[src/rtl/onoff_input_buffer.sv]
// Per-VC circular input FIFOs with on/off (hysteresis) flow control toward the upstream router.
// A flit arriving at a full VC is dropped and latches a sticky error flag.
module onoff_input_buffer #(
    parameter int unsigned VC_NUM        = 2,
    parameter int unsigned BUFFER_SIZE   = 8,
    parameter int unsigned FLIT_SIZE     = 32,
    parameter int unsigned OFF_THRESHOLD = 6,
    parameter int unsigned ON_THRESHOLD  = 3,
    localparam int unsigned VC_SIZE      = $clog2(VC_NUM)
) (
    input  logic                                clk,
    input  logic                                rst,
    input  logic [FLIT_SIZE-1:0]                data_i,
    input  logic                                valid_i,
    input  logic [VC_SIZE-1:0]                  vc_i,
    input  logic [VC_NUM-1:0]                   read_i,
    output logic [VC_NUM-1:0][FLIT_SIZE-1:0]    data_o,
    output logic [VC_NUM-1:0]                   switch_request_o,
    output logic [VC_NUM-1:0]                   on_off_o,
    output logic                                error_o
);

    localparam int unsigned PTR_W = $clog2(BUFFER_SIZE);
    localparam int unsigned CNT_W = PTR_W + 1;

    logic [FLIT_SIZE-1:0]            mem [VC_NUM][BUFFER_SIZE];
    logic [VC_NUM-1:0][PTR_W-1:0]    rd_ptr_q, wr_ptr_q;
    logic [VC_NUM-1:0][CNT_W-1:0]    count_q, count_d;
    logic [VC_NUM-1:0]               on_off_q, on_off_d;
    logic [VC_NUM-1:0]               push, pop, accept;
    logic                            error_q, drop;

    always_comb begin
        push     = '0;
        pop      = '0;
        accept   = '0;
        count_d  = count_q;
        on_off_d = on_off_q;
        drop     = 1'b0;
        if (valid_i) push[vc_i] = 1'b1;
        for (int v = 0; v < VC_NUM; v++) begin
            pop[v]     = read_i[v] && (count_q[v] != '0);
            // A same-cycle pop frees a slot, so a full VC can still accept.
            accept[v]  = push[v] && ((count_q[v] != CNT_W'(BUFFER_SIZE)) || pop[v]);
            drop       = drop | (push[v] & ~accept[v]);
            count_d[v] = count_q[v] + CNT_W'(accept[v]) - CNT_W'(pop[v]);
            if (count_d[v] >= CNT_W'(OFF_THRESHOLD)) begin
                on_off_d[v] = 1'b0;
            end else if (count_d[v] <= CNT_W'(ON_THRESHOLD)) begin
                on_off_d[v] = 1'b1;
            end
        end
    end

    always_ff @(posedge clk) begin
        if (!rst) begin
            rd_ptr_q <= '0;
            wr_ptr_q <= '0;
            count_q  <= '0;
            on_off_q <= '1;
            error_q  <= 1'b0;
        end else begin
            for (int v = 0; v < VC_NUM; v++) begin
                if (accept[v]) wr_ptr_q[v] <= wr_ptr_q[v] + PTR_W'(1);
                if (pop[v])    rd_ptr_q[v] <= rd_ptr_q[v] + PTR_W'(1);
            end
            count_q  <= count_d;
            on_off_q <= on_off_d;
            if (drop) error_q <= 1'b1;
        end
    end

    // Storage is not reset; pointers alone define what is valid.
    always_ff @(posedge clk) begin
        for (int v = 0; v < VC_NUM; v++) begin
            if (rst && accept[v]) mem[v][wr_ptr_q[v]] <= data_i;
        end
    end

    always_comb begin
        for (int v = 0; v < VC_NUM; v++) begin
            data_o[v]           = mem[v][rd_ptr_q[v]];
            switch_request_o[v] = (count_q[v] != '0);
        end
        on_off_o = on_off_q;
        error_o  = error_q;
    end

endmodule
[config.mk]
export PLATFORM = sky130hd
export DESIGN_NAME = onoff_input_buffer
export DESIGN_NICKNAME = d
export VERILOG_FILES = /design/src/rtl/onoff_input_buffer.sv
export SDC_FILE = /design/constraint.sdc
export NUM_CORES = 1
export LEC_CHECK = 0
export CORE_MARGIN = 4
export CORE_UTILIZATION = 60
export DETAILED_ROUTE_END_ITERATION = 8
export GPL_ROUTABILITY_DRIVEN = 0
export PLACE_DENSITY = 0.83
export SLEW_MARGIN = 20
export SYNTH_ARGS = -nofsm -noshare
export SYNTH_HDL_FRONTEND = slang
export SYNTH_SLANG_ARGS = --single-unit
export TNS_END_PERCENT = 20
[constraint.sdc]
create_clock -name clk -period 9.41 [get_ports clk]
set_input_delay 0.941 -clock clk [delete_from_list [all_inputs] [get_ports clk]]
set_output_delay 0.941 -clock clk [all_outputs]
set_load 0.02 [all_outputs]
==> results of run 1 <==
[final timing paths]
check	cells past startpoint	slack, ns	from	to
hold / removal	2	0.46	error_o	error_o
setup reg to reg	12	6.72	count_q[6]	on_off_o[1]
hold reg to reg	2	0.46	error_o	error_o
setup / recovery	4	4.93	rd_ptr_q[0]	data_o[1]
[critical path, stage by stage, from the launching register on]
cell and delay, ns:
sky130_fd_sc_hd__dfxtp_4 0.61, sky130_fd_sc_hd__buf_4 0.79, sky130_fd_sc_hd__mux4_1 0.65, sky130_fd_sc_hd__mux2_2 0.31
sky130_fd_sc_hd__clkdlybuf4s50_1 0.54
[Yosys cell counts (6+ instances only)]
master	number	area share, %
sky130_fd_sc_hd__nor3_1	8	0.19
sky130_fd_sc_hd__nor4_1	6	0.18
sky130_fd_sc_hd__mux4_2	97	11
sky130_fd_sc_hd__nand3_1	10	0.24
sky130_fd_sc_hd__edfxtp_1	512	74
sky130_fd_sc_hd__mux2_2	65	3.5
sky130_fd_sc_hd__ha_1	16	0.97
sky130_fd_sc_hd__clkbuf_1	14	0.25
sky130_fd_sc_hd__mux4_1	31	3.9
sky130_fd_sc_hd__dfxtp_1	23	2.2
sky130_fd_sc_hd__buf_6	8	0.44
sky130_fd_sc_hd__nand2_1	17	0.31
sky130_fd_sc_hd__buf_2	10	0.24
sky130_fd_sc_hd__nand2b_1	9	0.27
sky130_fd_sc_hd__and2_1	12	0.36
sky130_fd_sc_hd__inv_1	14	0.25
[power breakdown]
part	total [mW]	internal (mW)	switching, mW	leakage, nW
Combinational	1.35	0.711	0.639	1.95
Clock	2.05	1.22	0.828	0.831
Sequential	2.73	2.67	0.0598	4.80
Total	6.12	4.59	1.53	7.59
[cells by family after synthesis]
logic type / share of synthesized area (%)
xor+xnor: 0.296
buf+inv: 1.60
compound gates: 0.411
fa+ha+maj: 1.16
mux: 18.2
flops: 76.5
simple gates: 1.80
[final cells by class]
| type | instances | area share (%) |
|---|---|---|
| flip-flops and latches | 535 | 66.0 |
| multi-input cells | 306 | 19.3 |
| clock buffers | 61 | 5.65 |
| repair buffers | 129 | 5.13 |
| well taps | 448 | 2.33 |
| clock inverters | 34 | 1.41 |
| inverters | 14 | 0.219 |
[layer usage]
metal / routed length [um] / global-route usage [%] / vias to the layer above
met4: 885 / 5.74 / 0
met3: 2990 / 3.23 / 58
met1: 16400 / 31.6 / 4992
met2: 22000 / 39.2 / 440
met5: 0 / 0 / -
li1: - / - / 4046
[per-stage QoR]
| step | total power, mW | std cells |
|---|---|---|
| 3_5_place_dp | 4.13 | 1432 |
| 4_1_cts | 6.18 | 1527 |
| 5_1_grt | 6.38 | 1527 |
| 6_report | 6.12 | 1527 |
| 3_3_place_gp | 4.10 | 1432 |
| 2_1_floorplan | 3.71 | 895 |
[state kept, by name, indices dropped and copies added, names as in the netlist]
signal	cells
mem	512
count_q	8
rd_ptr_q	6
wr_ptr_q	6
on_off_o	2
error_o	1
==> insert_results.sql, run 1 <==
INSERT INTO impl_metrics (metric_group, metric, value, unit) VALUES
('run_status', 'outcome', 'finished, final reports clean', ''),
('clocking', 'cts_hold_buf', '0', ''),
('drt', 'postRouteAntennaNets', '0', ''),
('timing', 'skew', '0.0144', 'ns'),
('critical_path', 'crit_arrival', '3.54', 'ns'),
('timing', 'slew_headroom', '22.3', '%'),
('clocking', 'clock_path_buffers', '3', ''),
('critical_path', 'cp-end-kind', 'output pin', ''),
('drt', 'wl_per_cell', '27.7', 'um'),
('clocking', 'clock_tree.htree_level_count', '2', ''),
('synthesis', 'synthesis.area_per_instance', '23.1', 'sq um'),
('clocking', 'cts_sinks', '535', ''),
('timing', 'period_needed', '4.48', 'ns'),
('floorplan', 'floorplan.rows', '67', ''),
('global_routing', 'antenna_found_initial', '0', ''),
('floorplan', 'floorplan.initialDensity', '61.3', '%'),
('floorplan', 'die-height', '194', 'um'),
('global_routing', 'maximum_number_of_pins_on_one_net_before_global_route_repair', '67', ''),
('global_routing', 'first_global_vias', '10197', ''),
('synthesis', 'syn-cell-area', '20700', 'sq um'),
('power', 'power_per_cell_area', '255', 'nW/um^2'),
('placed_design', 'dpl_wire_length', '21700', 'um'),
('clocking', 'tritoncts_clock_tree', 'built', ''),
('drt', 'drc', '0', ''),
('drt', 'drt-initial-drc-count', '1021', ''),
('placed_design', 'io_buffer_count', '106', ''),
('clocking', 'postCtsSetupRepairBufs', '0', ''),
('timing', 'final_max_slew_viol_count', '0', ''),
('final_layout', 'syn2layout_area_growth', '16.0', '%'),
('timing', 'max_freq', '223', 'MHz'),
('clocking', 'worst_skew_pair.late_latency', '0.55', 'ns'),
('synthesis', 'synth_fp_nets', '951', ''),
('final_layout', 'layout.area.seq', '15800', 'sq um'),
('power', 'p_leak', '7.59', 'nW'),
('floorplan', 'floorplan.die_area', '37500', 'sq um'),
('flow_run', 'drv.max_cap_violation_count', '0', ''),
('final_layout', 'fill_cells', '1903', ''),
('final_layout', 'layout_common_cells', '512 x sky130_fd_sc_hd__edfxtp_1, 105 x sky130_fd_sc_hd__clkdlybuf4s50_1, 97 x sky130_fd_sc_hd__mux4_2', ''),
('timing', 'hold_violation_count_in_the_final_report', '0', ''),
('synthesis', 'synthArstFlopShare', '0', '%'),
('timing', 'whs', '0.458', 'ns'),
('timing', 'final_setup_fails', '0', ''),
('final_layout', 'post_route_cells_drive_above_1_share', '26.0', '%'),
('placed_design', 'placement.cell_area', '22300', 'sq um'),
('clocking', 'cts-resized-gates', '0', ''),
('drt', 'detailroute.via_count', '9536', ''),
('synthesis', 'count_of_unique_library_cells_instantiated_by_yosys', '34', ''),
('final_layout', 'finish.instance_area', '24000', 'sq um'),
('placed_design', 'place_ws', '5.41', 'ns'),
('critical_path', 'timing_worst_setup_path_type', 'reg -> out', ''),
('timing', 'final_min_period_over_clock_period', '47.7', '%'),
('drt', 'drt_first_pass_iters', '6', ''),
('critical_path', 'startpoint_type', 'flop', ''),
('final_layout', 'antenna_diode_instance_count', '0', ''),
('drt', 'routed_wl', '42300', 'um'),
('timing', 'worst-slew-pin-transition', '1.17', 'ns'),
('final_layout', 'final_core_util', '71.1', '%'),
('final_layout', 'mostFrequentLayoutCell', 'sky130_fd_sc_hd__edfxtp_1', ''),
('power', 'peakVddDrop', '0.223', 'mV'),
('min_path', 'hold_class', 'reg -> reg', ''),
('floorplan', 'core', '33800', 'sq um'),
('clocking', 'cts_inserted_buffers', '52', ''),
('synthesis', 'yosys_warnings', '0', ''),
('final_layout', 'finalNetCount', '1094', ''),
('clocking', 'cts.reportedPaths.clkPinSlew', '0.06', 'ns'),
('synthesis', 'yosys_most_used_dff', 'sky130_fd_sc_hd__edfxtp_1', ''),
('synthesis', 'synth_enable_flop_cells', '512', ''),
('synthesis', 'yosys_register_bits', '535', ''),
('synthesis', 'yosysSeqAreaShare', '76.5', '%'),
('timing', 'fin_ws', '4.93', 'ns'),
('global_routing', 'grt_overflow', '0', ''),
('critical_path', 'critPathMaxFanout', '47', ''),
('clocking', 'clock-root-buffer', 'sky130_fd_sc_hd__clkbuf_16', ''),
('timing', 'rsz0062_at_grt', 'false', ''),
('critical_path', 'required', '8.47', 'ns'),
('final_layout', 'area_of_the_multi_input_gates', '4620', 'sq um'),
('floorplan', 'num_io_pins', '107', ''),
('timing', 'setup_total_negative_slack', '0', 'ns'),
('global_routing', 'wire_length_of_the_first_global_routing_pass', '64500', 'um'),
('global_routing', 'grt_util_all_layers', '22.8', '%'),
('floorplan', 'die_wd', '194', 'um'),
('synthesis', 'netlist_instances', '895', ''),
('drt', 'routed_via_density', '6.24', '');
Power figures use the tool's default switching activity.
==> inputs of run 2 (changes only) <==
==> constraint.sdc (replaced) <==
create_clock -name clk -period 4.52 [get_ports clk]
set_input_delay 0.452 -clock clk [delete_from_list [all_inputs] [get_ports clk]]
set_output_delay 0.452 -clock clk [all_outputs]
set_load 0.02 [all_outputs]
==> insert_results.sql, run 2 (same netlist as run 1, synthesis figures left out) <==
INSERT INTO impl_metrics (metric_group, metric, value, unit) VALUES
('final_layout', 'finalNonFillerCells', '1528', ''),
('min_path', 'min-delay-start', 'error_o', ''),
('timing', 'setup_total_negative_slack', '0', 'ns'),
('placed_design', 'place_ws', '1.42', 'ns'),
('clocking', 'cts_hold_buf', '0', ''),
('flow_run', 'drv.max_cap_violation_count', '0', ''),
('global_routing', 'wire_length_of_the_first_global_routing_pass', '65400', 'um'),
('clocking', 'tritoncts_clock_tree', 'built', ''),
('min_path', 'hold_class', 'reg -> reg', ''),
('final_layout', 'finish.instance_area', '23900', 'sq um'),
('global_routing', 'grt_overflow', '0', ''),
('global_routing', 'first_global_vias', '10289', ''),
('clocking', 'cts-resized-gates', '0', ''),
('placed_design', 'io_buffer_count', '106', ''),
('global_routing', 'maximum_number_of_pins_on_one_net_before_global_route_repair', '63', ''),
('power', 'power_per_cell_area', '523', 'nW/um^2'),
('placed_design', 'placement.cell_area', '22400', 'sq um'),
('floorplan', 'die-height', '194', 'um'),
('timing', 'final_min_period_over_clock_period', '80.6', '%'),
('final_layout', 'mostFrequentLayoutCell', 'sky130_fd_sc_hd__edfxtp_1', ''),
('critical_path', 'timing_worst_setup_path_type', 'reg -> out', ''),
('floorplan', 'floorplan.rows', '67', ''),
('drt', 'wl_per_cell', '28.4', 'um'),
('clocking', 'cts_inserted_buffers', '50', ''),
('critical_path', 'required', '4.07', 'ns'),
('critical_path', 'worstPathBufferInverterCount', '2', ''),
('floorplan', 'floorplan.die_area', '37500', 'sq um'),
('final_layout', 'final_core_util', '70.8', '%'),
('drt', 'routed_via_density', '6.38', ''),
('critical_path', 'crit_arrival', '3.19', 'ns'),
('final_layout', 'post_route_cells_drive_above_1_share', '26.2', '%'),
('timing', 'hold_violation_count_in_the_final_report', '0', ''),
('clocking', 'clock_path_buffers', '3', ''),
('timing', 'slew_headroom', '20.6', '%'),
('timing', 'skew', '0.0170', 'ns'),
('floorplan', 'die_wd', '194', 'um'),
('drt', 'detailroute.via_count', '9745', ''),
('floorplan', 'num_io_pins', '107', ''),
('timing', 'period_needed', '3.64', 'ns'),
('final_layout', 'syn2layout_area_growth', '15.6', '%'),
('critical_path', 'r2r_cells', '12', ''),
('critical_path', 'cp_top_family', 'buffers and inverters', ''),
('drt', 'drc', '0', ''),
('clocking', 'cts_sinks', '535', ''),
('run_status', 'outcome', 'finished, final reports clean', ''),
('power', 'power', '12.5', 'mW'),
('placed_design', 'dpl_wire_length', '22900', 'um'),
('final_layout', 'largest_register_ffs', '512', ''),
('power', 'peakVddDrop', '0.423', 'mV'),
('floorplan', 'floorplan.initialDensity', '61.3', '%'),
('power', 'p_leak', '7.53', 'nW'),
('critical_path', 'timing.critical_path.cells', 'buf_4 > mux4_1 > mux2_2 > clkdlybuf4s50_1', ''),
('drt', 'drt-initial-drc-count', '908', ''),
('critical_path', 'critPathMaxFanout', '26', ''),
('drt', 'drt_first_pass_iters', '5', ''),
('critical_path', 'cp-end-kind', 'output pin', ''),
('critical_path', 'critical_path.slowest_cell', 'sky130_fd_sc_hd__dfxtp_4', ''),
('clocking', 'clock_tree.htree_level_count', '2', ''),
('min_path', 'hold_path_end', 'error_o', ''),
('final_layout', 'finalNetCount', '1097', ''),
('global_routing', 'antenna_found_initial', '0', ''),
('timing', 'whs', '0.485', 'ns'),
('critical_path', 'critical_path.reg2reg.endpoint', 'on_off_o[1]', ''),
('clocking', 'postCtsSetupRepairBufs', '0', ''),
('drt', 'postRouteAntennaNets', '0', ''),
('final_layout', 'antenna_diode_instance_count', '0', ''),
('clocking', 'worst_skew_pair.late_latency', '0.56', 'ns'),
('timing', 'final_setup_fails', '0', ''),
('timing', 'final_max_slew_viol_count', '0', ''),
('timing', 'worst-slew-pin-transition', '1.19', 'ns'),
('critical_path', 'r2r_start', 'count_q[6]', ''),
('timing', 'max_freq', '274', 'MHz'),
('min_path', 'hold_path_depth', '2', ''),
('global_routing', 'grt_util_all_layers', '23.1', '%'),
('placed_design', 'dp_cells', '1437', ''),
('critical_path', 'regToRegSetupSlack', '1.85', 'ns'),
('final_layout', 'layout_common_cells', '512 x sky130_fd_sc_hd__edfxtp_1, 106 x sky130_fd_sc_hd__clkdlybuf4s50_1, 97 x sky130_fd_sc_hd__mux4_2', ''),
('critical_path', 'startpoint_type', 'flop', ''),
('floorplan', 'core', '33800', 'sq um'),
('clocking', 'cts.reportedPaths.clkPinSlew', '0.06', 'ns'),
('clocking', 'clock-root-buffer', 'sky130_fd_sc_hd__clkbuf_16', ''),
('critical_path', 'critPathMaxStageDelay', '0.71', 'ns'),
('timing', 'rsz0062_at_grt', 'false', ''),
('timing', 'fin_ws', '0.875', 'ns'),
('drt', 'routed_wl', '43400', 'um');
## run 2: cell types whose count changed in the layout (fill, tap and decap cells not counted), moves of 4 or more
cell	previous run	this run
sky130_fd_sc_hd__clkbuf_1	8	12
sky130_fd_sc_hd__clkinvlp_4	1	5
sky130_fd_sc_hd__clkinv_1	14	8
sky130_fd_sc_hd__bufinv_16	7	3
## run 2: worst min-delay path, delay by kind of cell, from the launching register on
| family | cells | cell delay, ns |
|---|---|---|
| DFF | 1 | 0.32 |
| AOI/OAI and AO/OA | 1 | 0.06 |
| and+or+nand+nor | 1 | 0.05 |
## run 2: how the worst max path moves through the flow
stage | start | end | depth (start not counted)
after global routing | rd_ptr_q[3] | data_o[60] | 4
after detailed placement | rd_ptr_q[3] | data_o[60] | 4
after CTS | rd_ptr_q[3] | data_o[60] | 4
final | rd_ptr_q[3] | data_o[60] | 4
after global placement | rd_ptr_q[3] | data_o[58] | 4
after floorplan | count_q[2] | mem[0][160] | 7
## run 2: cell type report
cell class	count	area (sq um)
fillers	1856	9850
clock buffers	62	1300
clock inverters	29	245
flip-flops and latches	535	15800
repair buffers	134	1310
inverters	14	52.6
multi-input cells	306	4620
well taps	448	561
## run 2: per-layer routing
layer,track usage (%),up-vias,part of all wire (%)
met5,0,-,0
met4,6.45,0,2.4
met2,39.1,524,51
met3,4.27,76,8.2
li1,-,4050,-
met1,31.4,5095,38
## run 2: power by group
| group | total [mW] | internal (mW) | switching, mW |
|---|---|---|---|
| Sequential | 5.75 | 5.55 | 0.202 |
| Clock | 3.95 | 2.22 | 1.73 |
| Combinational | 2.81 | 1.52 | 1.29 |
| Total | 12.5 | 9.28 | 3.23 |
